<file path="src/rtl/uart_pkg.sv">
// Shared UART transmitter types: FSM encoding and baud divisor helper.
// S_PARITY exists only when UART_TX_PARITY_EN is defined.
package uart_pkg;

  typedef enum logic [2:0] {
    S_IDLE,
    S_START,
    S_DATA,
`ifdef UART_TX_PARITY_EN
    S_PARITY,
`endif
    S_STOP
  } state_t;

  // Truncating divide: the line runs slightly fast rather than slightly slow.
  function automatic int clks_per_bit(input int clk_freq, input int baud);
    return clk_freq / baud;
  endfunction

endpackage

</file>
<file path="src/rtl/uart_tx_serializer_if.sv">
// Host-side byte handshake and line/status signals of the UART transmitter.
interface uart_tx_serializer_if #(
  parameter int FIFO_DEPTH = 16
);
  logic [7:0]                  tx_data;
  logic                        tx_valid;
  logic                        tx_ready;
  logic                        tx;
  logic                        tx_busy;
  logic                        tx_done;
  logic [$clog2(FIFO_DEPTH):0] fifo_count;

  modport master (
    output tx_data, tx_valid,
    input  tx_ready, tx, tx_busy, tx_done, fifo_count
  );

  modport slave (
    input  tx_data, tx_valid,
    output tx_ready, tx, tx_busy, tx_done, fifo_count
  );
endinterface

</file>
<file path="src/rtl/uart_tx_fifo.sv">
// Single-clock byte FIFO with read-ahead head; write and read take effect on the same edge.
// Writes are ignored while full, reads while empty; full/empty come from the registered count.
module uart_tx_fifo #(
  parameter int DEPTH = 16,
  parameter int WIDTH = 8
) (
  input  logic                       clk,
  input  logic                       rst,
  input  logic                       wr_en,
  input  logic [WIDTH-1:0]           wr_data,
  input  logic                       rd_en,
  output logic [WIDTH-1:0]           rd_data,
  output logic                       full,
  output logic                       empty,
  output logic [$clog2(DEPTH):0]     count
);
  localparam int AW = $clog2(DEPTH);
  localparam logic [AW:0] CNT_ONE  = (AW+1)'(1);
  localparam logic [AW:0] CNT_FULL = (AW+1)'(DEPTH);

  logic [WIDTH-1:0] mem [DEPTH];
  logic [AW-1:0]    wr_ptr;
  logic [AW-1:0]    rd_ptr;
  logic             do_wr;
  logic             do_rd;

  assign full    = (count == CNT_FULL);
  assign empty   = (count == '0);
  assign do_wr   = wr_en & ~full;
  assign do_rd   = rd_en & ~empty;
  assign rd_data = mem[rd_ptr];

  // Pointers are exactly AW bits wide so they wrap on their own.
  always_ff @(posedge clk or posedge rst) begin
    if (rst) begin
      wr_ptr <= '0;
      rd_ptr <= '0;
      count  <= '0;
    end else begin
      if (do_wr) wr_ptr <= wr_ptr + AW'(1);
      if (do_rd) rd_ptr <= rd_ptr + AW'(1);
      case ({do_wr, do_rd})
        2'b10:   count <= count + CNT_ONE;
        2'b01:   count <= count - CNT_ONE;
        default: count <= count;
      endcase
    end
  end

  always_ff @(posedge clk) begin
    if (do_wr) mem[wr_ptr] <= wr_data;
  end

endmodule

</file>
<file path="src/rtl/uart_tx_serializer.sv">
// Buffered UART transmitter, 8N1 (8E1 with UART_TX_PARITY_EN); tx falls 2 edges after an accepted byte
// into an idle line, frames run back-to-back, and tx_ready drops only while the FIFO is full.
module uart_tx_serializer
  import uart_pkg::*;
#(
  parameter int CLK_FREQ   = 100_000_000,
  parameter int BAUD       = 115200,
  parameter int FIFO_DEPTH = 16
) (
  input logic                 clk,
  input logic                 rst,
  uart_tx_serializer_if.slave bus
);
  localparam int CPB   = clks_per_bit(CLK_FREQ, BAUD);
  localparam int CNT_W = (CPB > 2) ? $clog2(CPB) : 1;
  localparam logic [CNT_W-1:0] CNT_LAST = CNT_W'(CPB - 1);
  localparam int CW    = $clog2(FIFO_DEPTH) + 1;

  state_t           state;
  logic [CNT_W-1:0] baud_cnt;
  logic [2:0]       bit_idx;
  logic [7:0]       shift_reg;
`ifdef UART_TX_PARITY_EN
  logic             parity;
`endif
  logic             tx_q;
  logic             busy_q;
  logic             done_q;
  logic [7:0]       head;
  logic             full;
  logic             empty;
  logic [CW-1:0]    count;
  logic             bit_end;
  logic             pop;

  assign bit_end = (baud_cnt == CNT_LAST);
  // Popping at the end of the stop bit is what removes the idle gap between frames.
  assign pop     = !empty && ((state == S_IDLE) || (state == S_STOP && bit_end));

  uart_tx_fifo #(.DEPTH(FIFO_DEPTH), .WIDTH(8)) u_fifo (
    .clk     (clk),
    .rst     (rst),
    .wr_en   (bus.tx_valid),
    .wr_data (bus.tx_data),
    .rd_en   (pop),
    .rd_data (head),
    .full    (full),
    .empty   (empty),
    .count   (count)
  );

  assign bus.tx_ready   = ~full;
  assign bus.fifo_count = count;
  assign bus.tx         = tx_q;
  assign bus.tx_busy    = busy_q;
  assign bus.tx_done    = done_q;

  always_ff @(posedge clk or posedge rst) begin
    if (rst) begin
      state     <= S_IDLE;
      baud_cnt  <= '0;
      bit_idx   <= '0;
      shift_reg <= '0;
`ifdef UART_TX_PARITY_EN
      parity    <= 1'b0;
`endif
      tx_q      <= 1'b1;
      busy_q    <= 1'b0;
      done_q    <= 1'b0;
    end else begin
      // Line outputs follow the state by one edge, so tx_done lines up with the stop bit on tx.
      done_q   <= (state == S_STOP) && bit_end;
      busy_q   <= (state != S_IDLE) || !empty;
      baud_cnt <= (state == S_IDLE || bit_end) ? '0 : baud_cnt + CNT_W'(1);

      case (state)
        S_START:    tx_q <= 1'b0;
        S_DATA:     tx_q <= shift_reg[0];
`ifdef UART_TX_PARITY_EN
        S_PARITY:   tx_q <= parity;
`endif
        default:    tx_q <= 1'b1;
      endcase

      if (pop) begin
        shift_reg <= head;
        bit_idx   <= '0;
`ifdef UART_TX_PARITY_EN
        parity    <= ^head;
`endif
      end

      case (state)
        S_IDLE:  if (pop) state <= S_START;
        S_START: if (bit_end) state <= S_DATA;
        S_DATA: begin
          if (bit_end) begin
            shift_reg <= shift_reg >> 1;
            bit_idx   <= bit_idx + 3'd1;
            if (bit_idx == 3'd7) begin
`ifdef UART_TX_PARITY_EN
              state <= S_PARITY;
`else
              state <= S_STOP;
`endif
            end
          end
        end
`ifdef UART_TX_PARITY_EN
        S_PARITY: if (bit_end) state <= S_STOP;
`endif
        S_STOP:  if (bit_end) state <= pop ? S_START : S_IDLE;
        default: state <= S_IDLE;
      endcase
    end
  end

endmodule

</file>
<file path="src/flat_wrapper.sv">
// flat-port wrapper written by rule: the top's interface ports become plain ports
module uart_tx_serializer_flat import uart_pkg::*;
#(
  parameter int CLK_FREQ   = 100_000_000,
  parameter int BAUD       = 115200,
  parameter int FIFO_DEPTH = 16
)
  (clk, rst, bus_tx_data, bus_tx_valid, bus_tx_ready, bus_tx, bus_tx_busy, bus_tx_done, bus_fifo_count);
  uart_tx_serializer_if #(.FIFO_DEPTH(FIFO_DEPTH)) bus_i ();
  input logic clk;
  input logic rst;
  input wire logic [$bits(bus_i.tx_data)-1:0] bus_tx_data;
  input wire logic [$bits(bus_i.tx_valid)-1:0] bus_tx_valid;
  output wire logic [$bits(bus_i.tx_ready)-1:0] bus_tx_ready;
  output wire logic [$bits(bus_i.tx)-1:0] bus_tx;
  output wire logic [$bits(bus_i.tx_busy)-1:0] bus_tx_busy;
  output wire logic [$bits(bus_i.tx_done)-1:0] bus_tx_done;
  output wire logic [$bits(bus_i.fifo_count)-1:0] bus_fifo_count;
  assign bus_i.tx_data = bus_tx_data;
  assign bus_i.tx_valid = bus_tx_valid;
  assign bus_tx_ready = bus_i.tx_ready;
  assign bus_tx = bus_i.tx;
  assign bus_tx_busy = bus_i.tx_busy;
  assign bus_tx_done = bus_i.tx_done;
  assign bus_fifo_count = bus_i.fifo_count;
  uart_tx_serializer #(.CLK_FREQ(CLK_FREQ), .BAUD(BAUD), .FIFO_DEPTH(FIFO_DEPTH)) u_core (.clk(clk), .rst(rst), .bus(bus_i));
endmodule
</file>
<file path="config.mk">
export PLATFORM = sky130hd
export DESIGN_NAME = uart_tx_serializer_flat
export DESIGN_NICKNAME = d
export VERILOG_FILES = /design/src/rtl/uart_pkg.sv /design/src/rtl/uart_tx_serializer_if.sv /design/src/rtl/uart_tx_fifo.sv /design/src/rtl/uart_tx_serializer.sv /design/src/flat_wrapper.sv
export SDC_FILE = /design/constraint.sdc
export NUM_CORES = 1
export LEC_CHECK = 0
export BUFFER_PORTS_ARGS = -buffer_cell sky130_fd_sc_hd__buf_4
export CORE_ASPECT_RATIO = 0.6
export CORE_MARGIN = 2
export CORE_UTILIZATION = 39
export CTS_CLUSTER_SIZE = 10
export DETAILED_ROUTE_END_ITERATION = 8
export PLACE_DENSITY_LB_ADDON = 0.3
export SLEW_MARGIN = 20
export SYNTH_ARGS = -nofsm -noshare
export SYNTH_HDL_FRONTEND = slang
export SYNTH_HIERARCHICAL = 1
export SYNTH_SLANG_ARGS = --single-unit
</file>
<file path="constraint.sdc">
create_clock -name clk -period 3.5 [get_ports clk]
set_input_delay 0.7 -clock clk [delete_from_list [all_inputs] [get_ports clk]]
set_output_delay 0.7 -clock clk [all_outputs]
set_load 0.01 [all_outputs]
</file>
==> metrics list, run 1 <==
- Fraction of layout cells with a size suffix above 1: 21.0%
* Net count reported at finish: 533
- Cells fill 45.6% of the core in the end.
* Fraction of the mapped netlist area in compound gates: 6.85%
- Initial core utilization: 39.6%
- Clock-pin slew was measured on the worst setup and hold paths at 0.07 ns.
- The clock passes through at most 2 buffers.
- Via count of the routed design: 3983
- Classification of the worst-slack hold path: input pin to async pin
* Netlist cell types: 50
- Sequential cells were found to cover 67.5% of the synthesized design area.
- Dividing total power by cell area gives a power density of 606 nW/um^2.
* Type of origin of the critical path: register
- DRC marker count from the first detailed-route iteration: 370
- The number of hold buffers added after CTS was 0.
- First-pass GRT wire length: 22600 um
* Post-synthesis register bit count: 167
* Leading post-synthesis cells by instance count: sky130_fd_sc_hd__edfxtp_1, sky130_fd_sc_hd__dfrtp_1, sky130_fd_sc_hd__nor2_1, sky130_fd_sc_hd__mux2i_1, sky130_fd_sc_hd__o21ai_0
- TritonCTS built the clock tree.
- At the end of routability-driven placement, the weighted congestion stood at 0.762.
- Summing all non-filler instances in the final layout gives an area of 8210 um^2.
* Final min period: 3.04 ns
* Result of the run: finished clean
* Count of nets left with antenna violations after detail routing: 0
- Post-detailed-route DRC marker count: 0
- The total count of hold-check failures in the final report was 0.
- Setup violations remaining at the end of the flow were counted as 0.
- Number of antenna violations at the first check in global routing: 0
- Fmax achieved: 0.329 GHz
- From synthesis to final layout, the design area changed by 14.9%.
- Type of the setup path with the least slack: register to register
- FFs w/ async S/R, synth: 23.4%
- Post-Syn Area: 7140 um^2
* Vias/cell: 5.25
* Kind of end point of the critical path: register
* Overall die width: 179 um
- Once layout is complete, the cells apart from fillers number 758.
- The number of setup buffers added after CTS is 0.
- Row generation in the floorplan step produced 38 rows.
- Summing the areas of all and, or, nand and nor instances in the mapped netlist gives 6.60% of the synthesized area.
- Largest clock skew in the final design: 0.00918 ns
- Once placement finished, the instance area stood at 7580 um^2.
- Syn nets: 496
- In the finished design, the share of the clock period the worst path needs comes to 86.7%.
- Routed len/inst: 19.5 um
* Aggregate negative setup slack: 0 ns
- Die area: 19500 um^2
- Clock latency on the worst-skew pair, taken at its later pin, is 0.41 ns.
- Setup repair after global routing left no endpoint under its margin.
- Global router's overall resource usage: 16.2%
* Antenna cells: 0
- The register with the most flip-flops in the layout has 128 of them.
- Fill cells in the final layout number 1572.
- The most common cell in the synthesized netlist is sky130_fd_sc_hd__edfxtp_1.
* Number of H-tree branching levels: 4
* Post-cts resize count: 0
- During synthesis, Yosys emitted a total of 6 warnings.
- Clock sink count: 167
* Power consumption: 4.98 mW
- In this run the biggest area consumer among cell types represents 53.8% of the synthesized area.
- Synthesis handed over a netlist of 468 instances.
- Number of global-route vias before repair: 3859
- Mean cell area of the mapped netlist: 15.3 um^2
* Leakage: 3.11 nW
- After Yosys synthesis, full adders, half adders and majority gates account for 3.08% of the synthesized area.
* Total clock buffers created by CTS: 17
- Main combinational cell family by area after synthesis: multiplexers
* Xor and xnor area share after synthesis: 2.21%
- Number of enable-type register cells in the synthesized netlist: 128
- DIE HEIGHT: 109 um
- Proportion of synthesized area in mux cells: 10.3%
- At the worst endpoint, the arrival time is 3.33 ns.
- Most used flip-flop cell after synthesis: sky130_fd_sc_hd__edfxtp_1
* Root cell of the clock tree: sky130_fd_sc_hd__clkbuf_16
* Num ports: 20
- Most area-consuming cells after synthesis: sky130_fd_sc_hd__edfxtp_1, sky130_fd_sc_hd__dfrtp_1, sky130_fd_sc_hd__mux4_2, sky130_fd_sc_hd__mux2i_1, sky130_fd_sc_hd__ha_1
- Count of pins over their slew limit: 0
- Peak supply drop: 431 uV
- CORE AREA: 18000 um^2
* Total grt overflow: 0
- Number of detailed-route iterations in the first pass: 5
- Required time at the worst-slack endpoint: 3.80 ns
* Half-perimeter wire length after detailed placement: 10100 um
- Once placement completed, the tool counted placed cells totaling 726.
- Max-cap violations in this run came to 0.
- For this block, the routed nets add up to 14700 um of wire.
- Entering global routing, the biggest net connects 27 pins.
* Count of input and output buffers: 19
* Crit Path Max Fanout: 4
* Worst relative slew slack: 37.9%
* Top cell type by total area after synthesis: sky130_fd_sc_hd__edfxtp_1
- For the pin with the worst max-slew slack, the measured transition is 0.926 ns.
final timing paths:
check | from | end | slack [ns] | depth (start not counted)
max | u_core/baud_cnt[0] | u_core/u_fifo/count[4] | 0.46 | 13
min | rst | u_core/u_fifo/count[2] | 0.34 | 2
max reg2reg | u_core/baud_cnt[0] | u_core/u_fifo/count[4] | 0.46 | 13
min reg2reg | u_core/baud_cnt[0] | u_core/baud_cnt[0] | 0.50 | 1
max in group asynchronous | rst | u_core/shift_reg[3] | 2.68 | 2
min in group clk | u_core/baud_cnt[0] | u_core/baud_cnt[0] | 0.50 | 1
final cells by class:
class | count | area [um^2] | area share [%]
Clock inverter | 14 | 195 | 2.38
Inverter | 19 | 71.3 | 0.869
Multi-Input combinational cell | 258 | 2080 | 25.3
Timing Repair Buffer | 42 | 315 | 3.84
Tap cell | 240 | 300 | 3.66
Sequential cell | 167 | 4820 | 58.7
Clock buffer | 18 | 429 | 5.23
report_power, final:
part	leakage [nW]	total, mW	internal, mW	switching [mW]
sequential	1.64	2.45	2.34	0.107
clock	0.295	1.96	1.20	0.760
combinational	1.18	0.569	0.218	0.351
total	3.11	4.98	3.76	1.22
layer usage:
layer,routed length [um],up-vias,GRT usage (%)
met5,0,-,0
met4,100,0,4.36
met3,901,7,3.73
met2,6250,109,22.6
met1,7500,2028,25.4
li1,-,1839,-
cells by family (layout without fill, tap and decap cells):
group           Yosys count  in the layout
compound gates           76             76
mux                      52             52
flops                   167            167
xor+xnor                 18             18
buf+inv                  43             93
simple gates             95             95
fa+ha+maj                17             17
per-stage QoR:
| stage | hold WS, ns | setup WS [ns] |
|---|---|---|
| 2_1_floorplan | 0.455 | 0.423 |
| 3_3_place_gp | 0.468 | 0.565 |
| 3_5_place_dp | 0.492 | 0.509 |
| 4_1_cts | 0.338 | 0.472 |
| 5_1_grt | 0.366 | 0.234 |
| 6_report | 0.338 | 0.464 |
critical path: stages, from the launching register on:
cell	delay, ns
sky130_fd_sc_hd__dfrtp_1	0.39
sky130_fd_sc_hd__ha_1	0.25
sky130_fd_sc_hd__and4bb_4	0.29
sky130_fd_sc_hd__a31oi_4	0.10
sky130_fd_sc_hd__nor2_1	0.10
sky130_fd_sc_hd__nor2b_1	0.19
sky130_fd_sc_hd__ha_1	0.26
sky130_fd_sc_hd__inv_1	0.11
sky130_fd_sc_hd__fa_1	0.42
sky130_fd_sc_hd__nor2b_1	0.12
sky130_fd_sc_hd__o21ai_0	0.10
sky130_fd_sc_hd__nand3_1	0.09
sky130_fd_sc_hd__or3b_1	0.36
sky130_fd_sc_hd__xnor2_1	0.14
cell usage in the layout (no fill, tap or decap), types with 3 or more instances in the layout:
cell,netlist,final
sky130_fd_sc_hd__edfxtp_1,128,128
sky130_fd_sc_hd__inv_1,18,17
sky130_fd_sc_hd__a22oi_1,8,8
sky130_fd_sc_hd__mux4_2,16,16
sky130_fd_sc_hd__o21ai_0,26,26
sky130_fd_sc_hd__clkinv_1,1,3
sky130_fd_sc_hd__mux2i_1,26,26
sky130_fd_sc_hd__nand3_1,14,14
sky130_fd_sc_hd__dfrtp_1,38,37
sky130_fd_sc_hd__clkinvlp_4,0,3
sky130_fd_sc_hd__nand4_1,4,4
sky130_fd_sc_hd__a221oi_1,8,8
sky130_fd_sc_hd__xnor2_1,12,12
sky130_fd_sc_hd__and2_1,3,3
sky130_fd_sc_hd__a31oi_1,6,6
sky130_fd_sc_hd__inv_6,0,4
sky130_fd_sc_hd__mux2_2,9,9
sky130_fd_sc_hd__nor3_1,6,6
sky130_fd_sc_hd__nor2b_1,3,3
sky130_fd_sc_hd__o21ai_1,6,6
sky130_fd_sc_hd__nor2_1,30,30
sky130_fd_sc_hd__nand2_1,22,22
sky130_fd_sc_hd__clkbuf_16,0,17
sky130_fd_sc_hd__a21oi_1,10,10
sky130_fd_sc_hd__bufinv_16,0,4
sky130_fd_sc_hd__nand2b_1,3,3
sky130_fd_sc_hd__o211ai_1,3,3
sky130_fd_sc_hd__xor2_1,6,6
sky130_fd_sc_hd__ha_1,16,16
sky130_fd_sc_hd__buf_4,0,42
Power figures use the tool's default switching activity.
==> run 2: changes to the inputs <==
Settings changed: BUFFER_PORTS_ARGS -buffer_cell sky130_fd_sc_hd__buf_4 to -buffer_cell sky130_fd_sc_hd__buf_2.
==> run 2 against run 1 <==
Worst hold slack lost 0.0084 ns; largest cell class unchanged; clock power decreased by 12%; critical path type unchanged; first-iteration DRC count is 1.9% lower; final area decreased by 1.8%; non-clock buffer count down 4; sequential share of layout area up 1.1 points.
==> metrics list, run 2 (synthesis gave the netlist of run 1 again) <==
- The power consumption was 4.70 mW (-5.6%).
- Clock transition at path regs: 0.07 ns (about the same)
* FF-to-FF Start: u_core/baud_cnt[0]
- Routed len/inst: 19.3 um (-0.75%)
* Net switching power: 1.25 mW (+2.5%)
- Number of detailed-route iterations in the first pass: 5 (unchanged)
* Antenna cells: 0 (unchanged)
- The die area is 19500 um^2 (unchanged).
- The standard cell core area is 18000 um^2 (unchanged).
- The period utilization was 87.9% (+1.2 points).
- RR Endpoint: u_core/u_fifo/count[4]
* FP Rows: 38 (unchanged)
- Number of failing setup endpoints in the final timing report: 0 (unchanged)
- The depth of the worst register-to-register path is 13 (unchanged).
- RSZ-0062 raised after global routing: no
- The post-cts gate resize count was 0 (unchanged).
- Maximum single-stage delay on the critical path: 0.42 ns (about the same)
* Largest clock skew in the final design: 0.0111 ns (+0.00197 ns)
* Worst relative slew slack: 31.7% (-6.2 points)
- The final RePlAce weighted congestion was 0.782 (+2.6%).
- Number of flip-flops in the largest register: 128 (unchanged)
- The starting utilization of the core area was 39.6% (unchanged).
* CP bufs+invs: 1 (unchanged)
- The number of nets with antenna violations after detailed routing is 0 (unchanged).
- The proportion of power drawn by the clock network came to 36.6% (-2.8 points).
- Leakage: 3.04 nW (-2.4%)
* Post-detailed-route DRC marker count: 0 (unchanged)
* First-pass GRT wire length: 22800 um (+0.52%)
* Total clock buffers created by CTS: 17 (unchanged)
- DIE HEIGHT: 109 um (unchanged)
- Clock tree from TritonCTS: yes
* Reg2reg setup slack: 0.42 ns (-0.04 ns)
* Highest-count cells in the layout ignoring fill and taps: sky130_fd_sc_hd__edfxtp_1, sky130_fd_sc_hd__dfrtp_1, sky130_fd_sc_hd__nor2_1
- Post-placement cell count: 722 (-0.55%)
- Power density over cell area: 583 nW/um^2 (-3.8%)
* Seq pwr share: 52.0% (+2.8 points)
- Max-cap violation count: 0 (unchanged)
- Via count of the routed design: 3996 (+0.33%)
- Final min period: 3.08 ns (+0.0425 ns)
* Share of total power in combinational logic: 11.4% (about the same)
* Max Buffers Root-to-Sink: 2 (unchanged)
* Synth-to-layout area growth: 12.8%
- Half-perimeter wire length after detailed placement: 9870 um (-2.2%)
- Classification of the worst-slack hold path: input pin to async pin
* Largest net degree at the start of global routing: 27 (unchanged)
- The worst setup path is launched from a register.
- The flow ran to the end, and the final reports show no timing, DRC or antenna violations.
- The transition time of the tightest slew-check pin is 1.02 ns (+0.0948 ns).
* Crit-path slowest cell: sky130_fd_sc_hd__fa_1
* Vias/cell: 5.30 (+0.86%)
* Kind of cell adding the most delay to the critical path: simple AND/OR/NAND/NOR gates
- Global router's overall resource usage: 16.2% (-0.078 points)
- Int Pwr: 3.45 mW (-8.2%)
- The number of levels in the clock H-tree came to 4 (unchanged).
- Final wirelength: 14600 um (-1.3%)
- Root cell of the clock tree: sky130_fd_sc_hd__clkbuf_16
- Crit Path Max Fanout: 4 (unchanged)
- Required time at the worst-slack endpoint: 3.81 ns (about the same)
- Total grt overflow: 0 (unchanged)
- The worst setup path is captured at a register.
- Type of the setup path with the least slack: register to register
* Number of antenna violations at the first check in global routing: 0 (unchanged)
* Num ports: 20 (unchanged)
- Aggregate negative setup slack: 0 ns (unchanged)
- Overall die width: 179 um (unchanged)
* Most common cell after layout, fill and taps aside: sky130_fd_sc_hd__edfxtp_1
* Count of input and output buffers: 19 (unchanged)
- The highest achievable clock rate is 0.325 GHz (-1.4%).
- Tightest hold margin: 0.330 ns (-0.00838 ns)
- Hold Fails Final Rpt: 0 (unchanged)
* Number of standard cells in the final layout excluding fillers: 754 (-0.53%)
- Area of placed instances: 7520 um^2 (-0.86%)
* Arrival @ worst endpoint: 3.38 ns (+0.05 ns)
- Number of global-route vias before repair: 3880 (+0.54%)
- The switching fraction of total power was 26.6% (+2.1 points).
* Finished layout cell area: 8060 um^2 (-1.8%)
- Fraction of layout cells with a size suffix above 1: 20.6% (-0.42 points)
* Peak supply drop: 282 uV (-34%)
* Net count reported at finish: 529 (-0.75%)
- The initial detailed-routing violation count is 363 (-1.9%).
* Post-CTS setup buffer count: 0 (unchanged)
- Clock sink count: 167 (unchanged)
- Hold_buf cts: 0 (unchanged)
- Count of pins over their slew limit: 0 (unchanged)
- The clock insertion delay at the later pin of the skew report is 0.42 ns (about the same).
* Sequence of cells on the critical path: ha_1 > and4bb_4 > a31oi_4 > nor2_1 > nor2b_1 > ha_1 > inv_1 > fa_1 > nor2b_1 > o21ai_0 > nand3_1 > or3b_1 > xnor2_1
## run 2: how the worst max path moves through the flow
stage | from | endpoint | slack (ns) | cells past startpoint
after floorplan | u_core/u_fifo/count[0] | u_core/u_fifo/count[4] | 0.42 | 13
after global placement | u_core/baud_cnt[0] | u_core/u_fifo/count[4] | 0.53 | 13
after detailed placement | u_core/baud_cnt[0] | u_core/u_fifo/count[4] | 0.44 | 13
after CTS | u_core/baud_cnt[0] | u_core/u_fifo/count[4] | 0.42 | 13
after global routing | u_core/baud_cnt[0] | u_core/u_fifo/count[4] | 0.20 | 13
final | u_core/baud_cnt[0] | u_core/u_fifo/count[4] | 0.42 | 13
## run 2: per-stage QoR
| step | setup WS [ns] | util, % |
|---|---|---|
| floorplan | 0.423 | - |
| global placement | 0.531 | 41.7 |
| detailed placement | 0.441 | 41.7 |
| CTS | 0.419 | 44.7 |
| global route | 0.200 | 44.7 |
| finish | 0.422 | 44.7 |
## run 2: worst reg2reg max path: stages, from the launching register on
cell and delay (ns):
sky130_fd_sc_hd__dfrtp_1 0.38, sky130_fd_sc_hd__ha_1 0.26, sky130_fd_sc_hd__and4bb_4 0.30, sky130_fd_sc_hd__a31oi_4 0.12, sky130_fd_sc_hd__nor2_1 0.11, sky130_fd_sc_hd__nor2b_1 0.20, sky130_fd_sc_hd__ha_1 0.26, sky130_fd_sc_hd__inv_1 0.10
sky130_fd_sc_hd__fa_1 0.42, sky130_fd_sc_hd__nor2b_1 0.13, sky130_fd_sc_hd__o21ai_0 0.11, sky130_fd_sc_hd__nand3_1 0.10, sky130_fd_sc_hd__or3b_1 0.36, sky130_fd_sc_hd__xnor2_1 0.13
## run 2: final cells by class
cell class / count / area (um^2)
clock buffer: 17 / 425
clock inverter: 15 / 115
fill: 1527 / 9960
inverter: 19 / 71.3
multi-input combinational: 258 / 2080
sequential: 167 / 4820
tap: 240 / 300
timing repair buffer: 38 / 250
## run 2: per-layer routing
metal | GRT usage (%) | vias up | routed length, um
met5 | 0 | - | 0
met1 | 24.9 | 2032 | 7430
met4 | 5.28 | 0 | 125
li1 | - | 1834 | -
met3 | 3.70 | 9 | 859
met2 | 22.4 | 121 | 6150
## run 2: power groups by stage
stage	sequential, mW	combinational [mW]	clock, mW
after global routing	2.46	0.592	1.83
after CTS	2.45	0.540	1.75
after floorplan	2.45	0.344	0
after detailed placement	2.49	0.536	0
final	2.44	0.537	1.72
after global placement	2.47	0.518	0
